### src/rtl/spi_reg_pkg.sv
// -----------------------------------------------------------------------------
// spi_reg_pkg
// Shared constants and types for the SPI register peripheral: frame geometry,
// bit-counter saturation value, register map addresses and register count.
// -----------------------------------------------------------------------------
package spi_reg_pkg;

    localparam int FRAME_BITS = 16;
    localparam int ADDR_BITS  = 7;
    localparam int DATA_BITS  = 8;
    localparam int CNT_BITS   = 5;

    // Counter stops here so an overrun frame can never wrap back to 16.
    localparam logic [CNT_BITS-1:0] CNT_SAT  = 5'd17;
    localparam logic [CNT_BITS-1:0] CNT_FULL = 5'd16;

    // Register map
    localparam logic [ADDR_BITS-1:0] ADDR_EN_REG_OUT_7_0  = 7'h00;
    localparam logic [ADDR_BITS-1:0] ADDR_EN_REG_OUT_15_8 = 7'h01;
    localparam logic [ADDR_BITS-1:0] ADDR_EN_REG_PWM_7_0  = 7'h02;
    localparam logic [ADDR_BITS-1:0] ADDR_EN_REG_PWM_15_8 = 7'h03;
    localparam logic [ADDR_BITS-1:0] ADDR_PWM_DUTY_CYCLE  = 7'h04;

    localparam int NUM_REGS = 5;

    // Frame layout as it sits in the shift register after 16 bits (MSB first).
    typedef struct packed {
        logic                 wr;
        logic [ADDR_BITS-1:0] addr;
        logic [DATA_BITS-1:0] data;
    } frame_t;

endpackage

### src/rtl/sync_edge.sv
// -----------------------------------------------------------------------------
// sync_edge
// Multi-flop synchroniser for one asynchronous input, followed by one extra
// flop that provides single-cycle rising/falling edge pulses.
// Ports:
//   clk   - system clock
//   rst_n - asynchronous active-low reset (all flops load RESET_VAL)
//   d     - asynchronous input
//   q     - synchronised level
//   rise  - one-clk pulse when q goes 0->1
//   fall  - one-clk pulse when q goes 1->0
// -----------------------------------------------------------------------------
module sync_edge #(
    parameter int   STAGES    = 2,
    parameter logic RESET_VAL = 1'b0
) (
    input  logic clk,
    input  logic rst_n,
    input  logic d,
    output logic q,
    output logic rise,
    output logic fall
);

    logic [STAGES-1:0] chain_reg;
    logic              prev_reg;

    always_ff @(posedge clk or negedge rst_n) begin
        if (!rst_n) begin
            chain_reg <= {STAGES{RESET_VAL}};
            prev_reg  <= RESET_VAL;
        end else begin
            chain_reg <= {chain_reg[STAGES-2:0], d};
            prev_reg  <= chain_reg[STAGES-1];
        end
    end

    assign q    = chain_reg[STAGES-1];
    assign rise =  q & ~prev_reg;
    assign fall = ~q &  prev_reg;

endmodule

### src/rtl/spi_peripheral.sv
// -----------------------------------------------------------------------------
// spi_peripheral
// Write-only SPI mode-0 register peripheral. Frames are 16 bits, MSB first:
// {wr, addr[6:0], data[7:0]}. A frame is committed on the ncs rising edge only
// when exactly 16 bits were clocked, wr=1 and addr < NUM_REGS.
// Ports:
//   clk, rst_n          - system clock, asynchronous active-low reset
//   sclk, copi, ncs     - asynchronous SPI inputs (synchronised internally)
//   en_reg_out_7_0      - register 0x00
//   en_reg_out_15_8     - register 0x01
//   en_reg_pwm_7_0      - register 0x02
//   en_reg_pwm_15_8     - register 0x03
//   pwm_duty_cycle      - register 0x04
//   wr_strobe           - one-clk pulse on each committed write
// -----------------------------------------------------------------------------
module spi_peripheral
    import spi_reg_pkg::*;
#(
    parameter int SYNC_STAGES = 2,
    parameter int NUM_REGS    = spi_reg_pkg::NUM_REGS
) (
    input  logic       clk,
    input  logic       rst_n,
    input  logic       sclk,
    input  logic       copi,
    input  logic       ncs,
    output logic [7:0] en_reg_out_7_0,
    output logic [7:0] en_reg_out_15_8,
    output logic [7:0] en_reg_pwm_7_0,
    output logic [7:0] en_reg_pwm_15_8,
    output logic [7:0] pwm_duty_cycle,
    output logic       wr_strobe
);

    localparam int OUT_REGS = 5;

    // ---------------- input synchronisers ----------------
    logic sclk_rise;
    logic unused_sclk_q;
    logic unused_sclk_fall;
    logic ncs_q;
    logic ncs_rise;
    logic ncs_fall;

    sync_edge #(.STAGES(SYNC_STAGES), .RESET_VAL(1'b0)) u_sync_sclk (
        .clk  (clk),
        .rst_n(rst_n),
        .d    (sclk),
        .q    (unused_sclk_q),
        .rise (sclk_rise),
        .fall (unused_sclk_fall)
    );

    // ncs resets high so leaving reset does not look like a frame start.
    sync_edge #(.STAGES(SYNC_STAGES), .RESET_VAL(1'b1)) u_sync_ncs (
        .clk  (clk),
        .rst_n(rst_n),
        .d    (ncs),
        .q    (ncs_q),
        .rise (ncs_rise),
        .fall (ncs_fall)
    );

    // copi needs only the level; same depth as sclk keeps them aligned.
    logic [SYNC_STAGES-1:0] copi_sync_reg;
    logic                   copi_q;

    always_ff @(posedge clk or negedge rst_n) begin
        if (!rst_n) begin
            copi_sync_reg <= '0;
        end else begin
            copi_sync_reg <= {copi_sync_reg[SYNC_STAGES-2:0], copi};
        end
    end

    assign copi_q = copi_sync_reg[SYNC_STAGES-1];

    // ---------------- shift register and bit counter ----------------
    logic [FRAME_BITS-1:0] shift_reg;
    logic [CNT_BITS-1:0]   bit_cnt_reg;

    always_ff @(posedge clk or negedge rst_n) begin
        if (!rst_n) begin
            shift_reg   <= '0;
            bit_cnt_reg <= '0;
        end else if (ncs_fall) begin
            shift_reg   <= '0;
            bit_cnt_reg <= '0;
        end else if (sclk_rise && !ncs_q) begin
            shift_reg <= {shift_reg[FRAME_BITS-2:0], copi_q};
            if (bit_cnt_reg != CNT_SAT) begin
                bit_cnt_reg <= bit_cnt_reg + 1'b1;
            end
        end
    end

    // ---------------- commit decode ----------------
    frame_t               frame;
    logic                 addr_ok;
    logic                 commit;
    logic [NUM_REGS-1:0]  reg_we;

    assign frame   = frame_t'(shift_reg);
    assign addr_ok = (32'(frame.addr) < 32'(NUM_REGS));
    // Commit uses the frame as it stands on the ncs-rise cycle, so a following
    // ncs fall (which clears the shifter later) cannot disturb it.
    assign commit  = ncs_rise && (bit_cnt_reg == CNT_FULL) && frame.wr && addr_ok;

    genvar gi;
    generate
        for (gi = 0; gi < NUM_REGS; gi++) begin : g_we
            assign reg_we[gi] = commit && (frame.addr == ADDR_BITS'(gi));
        end
    endgenerate

    // ---------------- register file ----------------
    logic [DATA_BITS-1:0] regs_reg [NUM_REGS];
    logic                 wr_strobe_reg;

    always_ff @(posedge clk or negedge rst_n) begin
        if (!rst_n) begin
            for (int i = 0; i < NUM_REGS; i++) begin
                regs_reg[i] <= '0;
            end
            wr_strobe_reg <= 1'b0;
        end else begin
            for (int i = 0; i < NUM_REGS; i++) begin
                if (reg_we[i]) begin
                    regs_reg[i] <= frame.data;
                end
            end
            wr_strobe_reg <= commit;
        end
    end

    // Registers not present for small NUM_REGS read as zero.
    logic [DATA_BITS-1:0] out_val [OUT_REGS];

    generate
        for (gi = 0; gi < OUT_REGS; gi++) begin : g_out
            if (gi < NUM_REGS) begin : g_present
                assign out_val[gi] = regs_reg[gi];
            end else begin : g_absent
                assign out_val[gi] = '0;
            end
        end
    endgenerate

    assign en_reg_out_7_0  = out_val[0];
    assign en_reg_out_15_8 = out_val[1];
    assign en_reg_pwm_7_0  = out_val[2];
    assign en_reg_pwm_15_8 = out_val[3];
    assign pwm_duty_cycle  = out_val[4];
    assign wr_strobe       = wr_strobe_reg;

endmodule

### config.mk
export PLATFORM = sky130hd
export DESIGN_NAME = spi_peripheral
export DESIGN_NICKNAME = d
export VERILOG_FILES = /design/src/rtl/spi_reg_pkg.sv /design/src/rtl/sync_edge.sv /design/src/rtl/spi_peripheral.sv
export SDC_FILE = /design/constraint.sdc
export NUM_CORES = 1
export LEC_CHECK = 0
export BUFFER_PORTS_ARGS = -buffer_cell sky130_fd_sc_hd__buf_4
export CAP_MARGIN = 5
export CORE_UTILIZATION = 45
export DETAILED_ROUTE_END_ITERATION = 6
export GPL_TIMING_DRIVEN = 0
export HOLD_SLACK_MARGIN = 0.15
export PLACE_DENSITY = 0.8
export SYNTH_ARGS = -nofsm -noshare
export SYNTH_HDL_FRONTEND = slang
export SYNTH_SLANG_ARGS = --single-unit
### constraint.sdc
create_clock -name clk -period 1.5 [get_ports clk]
set_input_delay 0.075 -clock clk [delete_from_list [all_inputs] [get_ports clk]]
set_output_delay 0.075 -clock clk [all_outputs]
set_load 0.02 [all_outputs]
## After elaboration in Yosys (flattened, before gate mapping)

Cells that the tools add are included.

| storage, ports and cells | value |
|---|---|
| register bits after elaboration | 70 |
| bits of input ports | 5 |
| output and inout bits | 41 |
| word-level logic and storage cells | 46 |

| operators by class | value |
|---|---|
| $add $sub $neg | 1 |
| magnitude comparators | 1 |
| eq/ne operators | 6 |
| mux-type cells | 5 |
| bitwise gates (word level) | 6 |
| reduce and logical (&&, ||, !) cells | 14 |

Operators with widths:

| kind | number |
|---|---|
| $mux 16 | 2 |
| $mux 5 | 3 |
| $eq 7x2->1 const B | 2 |
| $logic_and 1x1->1 | 9 |
| $eq 7x1->1 const B | 1 |
| $eq 7x3->1 const B | 1 |
| $logic_not 7->1 | 1 |
| $lt 7x3->1 const B | 1 |
| $add 5x1->5 const B | 1 |
| $eq 5x5->1 const B | 1 |
| $ne 5x5->1 const B | 1 |
| $reduce_bool 2->1 | 2 |
| $and 1x1->1 | 3 |
| $not 1->1 | 3 |
| $reduce_and 2->1 | 1 |
| $logic_not 1->1 | 1 |

## Depth between registers and ports, before layout

Gate-level depths: netlist of the first run.

| logic depth | value |
|---|---|
| depth after elaboration | 6 |
| mapped depth | 6 |
| gate-level depth less buffers | 5 |

## Hierarchy

A second synthesis of the first run with hierarchy kept.

| unflattened totals | value |
|---|---|
| cell total of the unflattened synthesis | 211 |
| area total of the unflattened synthesis | 2795.2 um^2 |

Modules (own cells, without submodules):

| module | instances | cells an instance | area each (um^2) | seq. area each (um^2) |
|---|---|---|---|---|
| spi_peripheral | 1 | 201 | 2611.3 | 1601.5 |
| sync_edge (u_sync_ncs) | 1 | 5 | 93.8 | 78.8 |
| sync_edge (u_sync_sclk) | 1 | 5 | 90.1 | 75.1 |

## Worst setup path after synthesis of the first run

Ideal clock, no wire load.

| timing path | value |
|---|---|
| path kind | flip-flop to flip-flop |
| start | register bit_cnt_reg[0] |
| end | register regs_reg (netlist bit en_reg_out_15_8[0]) |
| setup time | 0.125 ns |
| data arrival time | 1.448 ns |
| data required time | 1.375 ns |
| slack | -0.073 ns |
| stages on the path, launching flop included | 7 |
| clock period less this slack | 1.573 ns |
| cell sequence | dfrtp_1 -> inv_1 -> ha_1 -> and4b_1 -> buf_2 -> nand4_2 -> mux2_2 |

| between the ends | value |
|---|---|
| word-level cells in the longest chain between the ends | 5 |

Ends and longest elaborated chain:

| item | RTL line | text |
|---|---|---|
| start, declared | spi_peripheral.sv:80 | `logic [CNT_BITS-1:0] bit_cnt_reg;` |
| start signal, assigned | spi_peripheral.sv:92 | `bit_cnt_reg <= bit_cnt_reg + 1'b1;` |
| $eq 5x5->1 | spi_peripheral.sv:107 | `assign commit = ncs_rise && (bit_cnt_reg == CNT_FULL) && frame.wr && addr_ok;` |
| $logic_and 1x1->1 (3 in series) | spi_peripheral.sv:107 |  |
| $logic_and 1x1->1 | spi_peripheral.sv:112 | `assign reg_we[gi] = commit && (frame.addr == ADDR_BITS'(gi));` |
| end signal, assigned by index | spi_peripheral.sv:129 | `regs_reg[i] <= frame.data;` |
| end, declared | spi_peripheral.sv:117 | `logic [DATA_BITS-1:0] regs_reg [NUM_REGS];` |

No other way between the ends.
A chain may end at the register's enable or synchronous reset.

## Worst setup path in the final report of the first run

| timing path | value |
|---|---|
| start | register u_sync_ncs.chain_reg[1] |
| end | register regs_reg (netlist bit en_reg_pwm_15_8[6]) |

| between the ends | value |
|---|---|
| word-level cells in the longest chain between the ends | 5 |

Ends and longest elaborated chain:

| item | RTL line | text |
|---|---|---|
| start, declared | sync_edge.sv:25 | `logic [STAGES-1:0] chain_reg;` |
| start signal, assigned | sync_edge.sv:30 | `chain_reg <= {STAGES{RESET_VAL}};` |
| start signal, assigned | sync_edge.sv:33 | `chain_reg <= {chain_reg[STAGES-2:0], d};` |
| $and 1x1->1 | sync_edge.sv:39 | `assign rise = q & ~prev_reg;` |
| $logic_and 1x1->1 (3 in series) | spi_peripheral.sv:107 |  |
| $logic_and 1x1->1 | spi_peripheral.sv:112 |  |

No other way between the ends.

==> reports/results.tsv, run 1 <==
stage	metric	value	unit
status	status	complete, but fails checks	
status	violations	setup timing	
hold_path	min_from	u_sync_sclk.chain_reg[0]$_DFF_PN0_	
setup_path	crit_chain	and4b_1, buf_6, nand4_4, mux2_4	
placed_design	place_congestion	0.778	
sta	drv_slew	0	
clock_network	clock_latency	0.34	ns
clock_network	clk_pin_slew	0.08	ns
logic_synthesis	synthDistinctLibCells	28	
floorplanning	core_area	5960	µm²
power_and_ir_drop	switching_share	0.238	
sta	final.setup_skew	0.0109	ns
logic_synthesis	yosysTopAreaCellShare	0.601	
floorplanning	die_w	80.7	µm
sta	setup_slack	-0.193	ns
sta	period_needed	1.69	ns
power_and_ir_drop	power.clock.fraction	0.384	
hold_path	hold-path-endpoint	u_sync_sclk.chain_reg[1]$_DFF_PN0_	
logic_synthesis	synth_edf_count	0	
setup_path	r2r_start	u_sync_ncs.chain_reg[1]$_DFF_PN1_	
setup_path	worstPathMaxFanout	8	
setup_path	crit_slowest_cell	dfstp_2	
grt	grt_pass1_wl	9270	µm
detailed_routing	drcViolationCount	0	
detailed_routing	vias_per_cell	5.22	
setup_path	critPathLaunchType	register	
power_and_ir_drop	pwr-share-seq	0.575	
floorplanning	rows	28	
detailed_routing	route.antenna.remaining_nets	0	
floorplanning	start_util	0.468	
power_and_ir_drop	vdd_drop_max	0.479	mV
hold_path	min_path_cells	0	
final_layout	drive_above_1_share	0.477	
hold_path	worstHoldPathType	reg -> reg	
logic_synthesis	yosys.area.top_type	dfrtp_1	
placed_design	place_area	3220	µm²
clock_network	cts_buffers	9	
flow_run	cap_violations	0	
logic_synthesis	synth_flop_cell	dfrtp_1	
placed_design	hpwlAfterDp	3580	µm
power_and_ir_drop	p_comb_frac	0.041	
logic_synthesis	synthArstFlopShare	1.00	
final_layout	diodes	0	
floorplanning	die_y	80.7	µm
detailed_routing	drt_wl_total	5660	µm
sta	setup_viol	40	
logic_synthesis	syn_nets	215	
clock_network	htree_num_levels	3	
power_and_ir_drop	power_density	931	nW/µm²
setup_path	worstSetupPathType	reg -> reg	
detailed_routing	num_vias	1858	
clock_network	cts_tree	yes	
sta	tightest_slew	0.861	ns
detailed_routing	drtPass1Iterations	4	
power_and_ir_drop	p_leak	0.00179	µW
floorplanning	die-area	6520	µm²
clock_network	root_buffer	clkbuf_8	
setup_path	end_kind	register	
grt	grt_max_degree	71	
clock_network	cts.path.max_buffers	2	
setup_path	crit_buf_inv	1	
setup_path	worstPathArrival	1.93	ns
logic_synthesis	synthCells	207	
clock_network	cts.sinks	70	
setup_path	slowest_delay	0.60	ns
logic_synthesis	synth_area	2790	µm²
sta	fin_crit_sh	1.13	
setup_path	r2r_slack	-0.19	ns
sta	fmax	0.591	GHz
final_layout	final_net_count	284	
detailed_routing	routedWlPerCell	15.9	µm
logic_synthesis	synth_area_per_cell	13.5	µm²
grt	grtUsageTotal	0.198	
final_layout	fin_area	3600	µm²
placed_design	port-buffer-count	45	
grt	grt_pass1_vias	1897	
grt	antenna_found_initial	0	
logic_synthesis	yosysWarnings	0	
final_layout	largest_reg_flops	16	
setup_path	ff2ff_path_depth	4	
setup_path	cpLargestDelayFamily	flip-flops	
logic_synthesis	ys_ff_latch	70	
floorplanning	ioPinCount	46	
power_and_ir_drop	power_switching	797	µW
logic_synthesis	yosys-top-cells-area	dfrtp_1 (60%), mux2_2 (16%), nand2_1 (4.3%)	
grt	grt-ovfl-total	0	
sta	hold_violations	0	
setup_path	cp_data_required_time	1.73	ns
final_layout	syn2layout_area_growth	29.1	%
sta	max_slew_margin	0.426	
detailed_routing	drt_iter0_drc	126	
setup_path	regToRegEndpoint	en_reg_pwm_15_8[6]$_DFFE_PN0P_	
power_and_ir_drop	p_int	2560	µW
final_layout	nFillCells	452	
final_layout	fin_util	0.605	
sta	grt_setup_unrepaired	true	
logic_synthesis	ys_seq_area_frac	0.629	
-- layout by cell type (no fill, tap or decap), types with 2 or more instances in the layout --
cell            n
nor3b_1         3
dlygate4sd3_1   4
mux2_2         39
a21oi_1        19
nand3_1         3
clkinvlp_4      2
inv_1           3
dfstp_2         3
or3_1           2
clkbuf_8        9
buf_6           2
dfrtp_1        66
nand2_1        32
buf_4          53
nand4_4         5
nor3b_4         2
clkbuf_2        4
o21ai_0         5
clkinv_2        3
ha_1            2
-- worst max path at each step --
stage                                            from                              to  slack [ns]  depth (start not counted)
floorplan                  bit_cnt_reg[0]$_DFFE_PN0P_  en_reg_out_15_8[0]$_DFFE_PN0P_       -0.07                          6
global route                    frame[13]$_DFFE_PN0P_  en_reg_out_15_8[3]$_DFFE_PN0P_       -0.25                          5
global placement           bit_cnt_reg[2]$_DFFE_PN0P_  en_reg_pwm_15_8[3]$_DFFE_PN0P_       -0.40                          3
detailed placement         bit_cnt_reg[2]$_DFFE_PN0P_  en_reg_pwm_15_8[6]$_DFFE_PN0P_       -0.46                          3
CTS                 u_sync_ncs.chain_reg[1]$_DFF_PN1_  en_reg_pwm_15_8[6]$_DFFE_PN0P_       -0.20                          4
finish              u_sync_ncs.chain_reg[1]$_DFF_PN1_  en_reg_pwm_15_8[6]$_DFFE_PN0P_       -0.19                          4
-- final cells by class --
type | count | area (µm²) | area share
buffer | 5 | 31.3 | 0.00868
sequential | 70 | 1760 | 0.487
timing repair buffer | 59 | 469 | 0.130
clock buffer | 10 | 128 | 0.0354
tap | 75 | 93.8 | 0.0260
clock inverter | 6 | 38.8 | 0.0108
inverter | 3 | 11.3 | 0.00312
multi-input combinational | 128 | 1070 | 0.298
-- routing by layer --
| metal | track usage | wire (µm) | vias up |
|---|---|---|---|
| met2 | 0.336 | 2840 | 52 |
| met1 | 0.228 | 2390 | 917 |
| li1 | - | - | 871 |
| met3 | 0.0562 | 254 | 18 |
| met5 | 0 | 0 | - |
| met4 | 0.104 | 179 | 0 |
-- stage by stage --
stage / instances / worst slack, ns / power, µW / setup TNS [ns] / hold slack, ns
6_report: 356 / -0.193 / 3350 / -6.52 / 0.349
5_1_grt: 356 / -0.247 / 3470 / -8.95 / 0.361
4_1_cts: 354 / -0.199 / 3380 / -6.06 / 0.351
3_5_place_dp: 327 / -0.460 / 2070 / -19.56 / 0.184
3_3_place_gp: 327 / -0.398 / 2060 / -17.17 / 0.183
2_1_floorplan: 207 / -0.0731 / 2000 / -2.92 / -0.221
-- kinds of logic after synthesis --
kind of cell / after synthesis / synth area share
AO/OA/AOI/OAI: 26 / 0.0475
AND/OR/NAND/NOR: 59 / 0.136
multiplexers: 40 / 0.161
adder cells (fa/ha/maj): 3 / 0.0135
flip-flops: 70 / 0.629
buffers and inverters: 9 / 0.0126
-- synthesized netlist by cell type, drive strengths merged, types with 3 or more instances --
library cell,count
mux2,40
a21oi,20
or3,3
o21ai,5
nand2,32
inv,3
ha,3
nand3,3
nand4,5
clkbuf,5
nor3b,5
dfrtp,67
dfstp,3
-- timing repair --
item                                    4_1_cts  5_1_grt
buffers inserted                              8        3
hold endpoints to repair                     70        0
endpoints found under the setup margin       53       61
gates resized for setup                      14        9
hold buffers                                  4        0
pin swaps                                     5        8
-- power groups by stage --
stage               Sequential [µW]  Combinational [µW]  Clock [µW]
floorplan                      1960                41.0           0
global placement               1960                95.8           0
detailed placement             1970                99.0           0
CTS                            1930                 134        1320
global route                   1930                 156        1390
finish                         1930                 139        1290
No activity file was read; power rests on OpenSTA's default activity.
==> run 2: changes to the inputs <==
- CELL_PAD_IN_SITES_DETAIL_PLACEMENT: default -> 1
- CELL_PAD_IN_SITES_GLOBAL_PLACEMENT: default -> 2
- CORE_UTILIZATION: 45 -> 34
- PLACE_DENSITY: 0.8 -> 0.85
==> reports/results.tsv, run 2 (synthesized netlist as in run 1, its figures left out) <==
stage	metric	value	unit	change
sta	setup_viol	41		+2.5%
detailed_routing	routedWlPerCell	16.0	µm	+0.55%
status	status	complete, but fails checks		
sta	max_slew_margin	0.419		-0.00692
setup_path	ff2ff_path_depth	4		unchanged
clock_network	clock_latency	0.35	ns	about the same
floorplanning	die_w	92.6	µm	+15%
detailed_routing	drtPass1Iterations	4		unchanged
sta	fmax	0.573	GHz	-3.0%
clock_network	cts_tree	yes		
grt	grt-ovfl-total	0		unchanged
setup_path	critPathLaunch	u_sync_ncs.chain_reg[1]$_DFF_PN1_		
clock_network	cts.path.max_buffers	2		unchanged
status	violations	setup timing		
grt	antenna_found_initial	0		unchanged
grt	grt_pass1_vias	1984		+4.6%
power_and_ir_drop	p_leak	0.00183	µW	+2.1%
final_layout	final_net_count	285		+0.35%
placed_design	place_area	3260	µm²	+1.0%
final_layout	layout_common_cells	dfrtp_1 (67), buf_4 (55), mux2_2 (39), nand2_1 (32), a21oi_1 (18)		
setup_path	r2r_slack	-0.24	ns	-0.05 ns
final_layout	syn2layout_area_growth	32.8	%	
final_layout	diodes	0		unchanged
setup_path	r2r_start	u_sync_ncs.chain_reg[1]$_DFF_PN1_		
final_layout	largest_reg_flops	16		unchanged
setup_path	worstSetupPathType	reg -> reg		
floorplanning	die_y	92.6	µm	+15%
setup_path	end_kind	register		
floorplanning	start_util	0.356		-0.113
grt	grtUsageTotal	0.160		-0.0386
sta	tightest_slew	0.872	ns	+0.0104 ns
detailed_routing	drcViolationCount	0		unchanged
setup_path	regToRegEndpoint	en_reg_pwm_15_8[0]$_DFFE_PN0P_		
clock_network	cts.sinks	70		unchanged
clock_network	cts_buffers	9		unchanged
grt	grt_max_degree	71		unchanged
floorplanning	core_area	7850	µm²	+32%
sta	hold_violations	0		unchanged
detailed_routing	vias_per_cell	4.95		-5.2%
sta	grt_setup_unrepaired	true		
hold_path	min_from	u_sync_sclk.chain_reg[0]$_DFF_PN0_		
power_and_ir_drop	power_density	1030	nW/µm²	+10%
hold_path	hold-path-endpoint	u_sync_sclk.chain_reg[1]$_DFF_PN0_		
floorplanning	die-area	8570	µm²	+32%
sta	totalNegativeSetupSlack	-7.22	ns	-0.700 ns
setup_path	worstPathMaxFanout	8		unchanged
final_layout	fin_area	3710	µm²	+2.8%
sta	setup_slack	-0.245	ns	-0.0519 ns
hold_path	worstHoldPathType	reg -> reg		
clock_network	htree_num_levels	3		unchanged
power_and_ir_drop	vdd_drop_max	0.532	mV	+11%
sta	drv_slew	0		unchanged
floorplanning	rows	32		+14%
placed_design	port-buffer-count	45		unchanged
placed_design	place_congestion	0.800		+2.9%
final_layout	drive_above_1_share	0.479		+0.00186
sta	fin_crit_sh	1.16		+0.0346
setup_path	worstPathArrival	1.97	ns	+0.04 ns
clock_network	clk_pin_slew	0.08	ns	about the same
hold_path	min_path_cells	0		unchanged
placed_design	hpwlAfterDp	3960	µm	+11%
flow_run	cap_violations	0		unchanged
sta	final.setup_skew	0.0115	ns	+0.000647 ns
detailed_routing	num_vias	1899		+2.2%
final_layout	final_common_cell	dfrtp_1		
setup_path	critPathLaunchType	register		
grt	grt_pass1_wl	10400	µm	+12%
detailed_routing	drt_wl_total	6140	µm	+8.5%
detailed_routing	drt_iter0_drc	67		-47%
setup_path	cp_data_required_time	1.73	ns	about the same
sta	period_needed	1.74	ns	+0.0519 ns
detailed_routing	route.antenna.remaining_nets	0		unchanged
floorplanning	ioPinCount	46		unchanged
clock_network	root_buffer	clkbuf_8		
==> run 2: per-layer routing <==
layer / share of wire / GRT usage
met5: 0 / 0
met4: 0.0099 / 0.0612
met3: 0.040 / 0.0378
met2: 0.51 / 0.256
met1: 0.44 / 0.208
==> run 2: worst max-delay path by stage <==
stage	end
finish	en_reg_pwm_15_8[0]$_DFFE_PN0P_
global route	en_reg_pwm_15_8[0]$_DFFE_PN0P_
CTS	en_reg_pwm_15_8[0]$_DFFE_PN0P_
detailed placement	en_reg_pwm_15_8[7]$_DFFE_PN0P_
global placement	en_reg_out_7_0[0]$_DFFE_PN0P_
floorplan	en_reg_out_15_8[0]$_DFFE_PN0P_
==> run 2: worst max-delay path, cell delays in order, from the launching register on <==
cell and delay, ns:
dfstp_2 0.60, and4b_1 0.25, buf_6 0.17, nand4_4 0.23, mux2_4 0.37
==> run 2: final cells by class <==
cell class	count	area, µm²
Inverter	3	11.3
Clock inverter	6	93.8
Multi-Input combinational cell	128	1080
Tap cell	102	128
Sequential cell	70	1760
Fill cell	839	4140
Timing Repair Buffer	60	473
Buffer	5	31.3
Clock buffer	10	138
==> run 2: per-stage QoR <==
stage | cells | hold WS (ns) | setup slack, ns | util | total power [µW]
6_report | 384 | 0.356 | -0.245 | 0.472 | 3800
5_1_grt | 384 | 0.353 | -0.291 | 0.472 | 3970
4_1_cts | 379 | 0.352 | -0.228 | 0.466 | 3850
3_5_place_dp | 354 | 0.185 | -0.510 | 0.415 | 2070
3_3_place_gp | 354 | 0.183 | -0.486 | 0.415 | 2060
2_1_floorplan | 207 | -0.221 | -0.0731 | - | 2000
==> run 2: timing repair <==
item,in CTS,in global routing
endpoints found under the setup margin,55,61
hold buffers,4,0
resized for setup,15,6
pin swaps,5,4
buffers inserted,6,5
hold endpoints to repair,70,0
==> run 2: where the power goes <==
| group | internal [µW] | leakage [µW] | switching (µW) |
|---|---|---|---|
| Combinational | 52.4 | 0.000763 | 86.6 |
| Sequential | 1910 | 0.000955 | 19.7 |
| Clock | 993 | 0.000113 | 745 |
| Total | 2950 | 0.00183 | 851 |
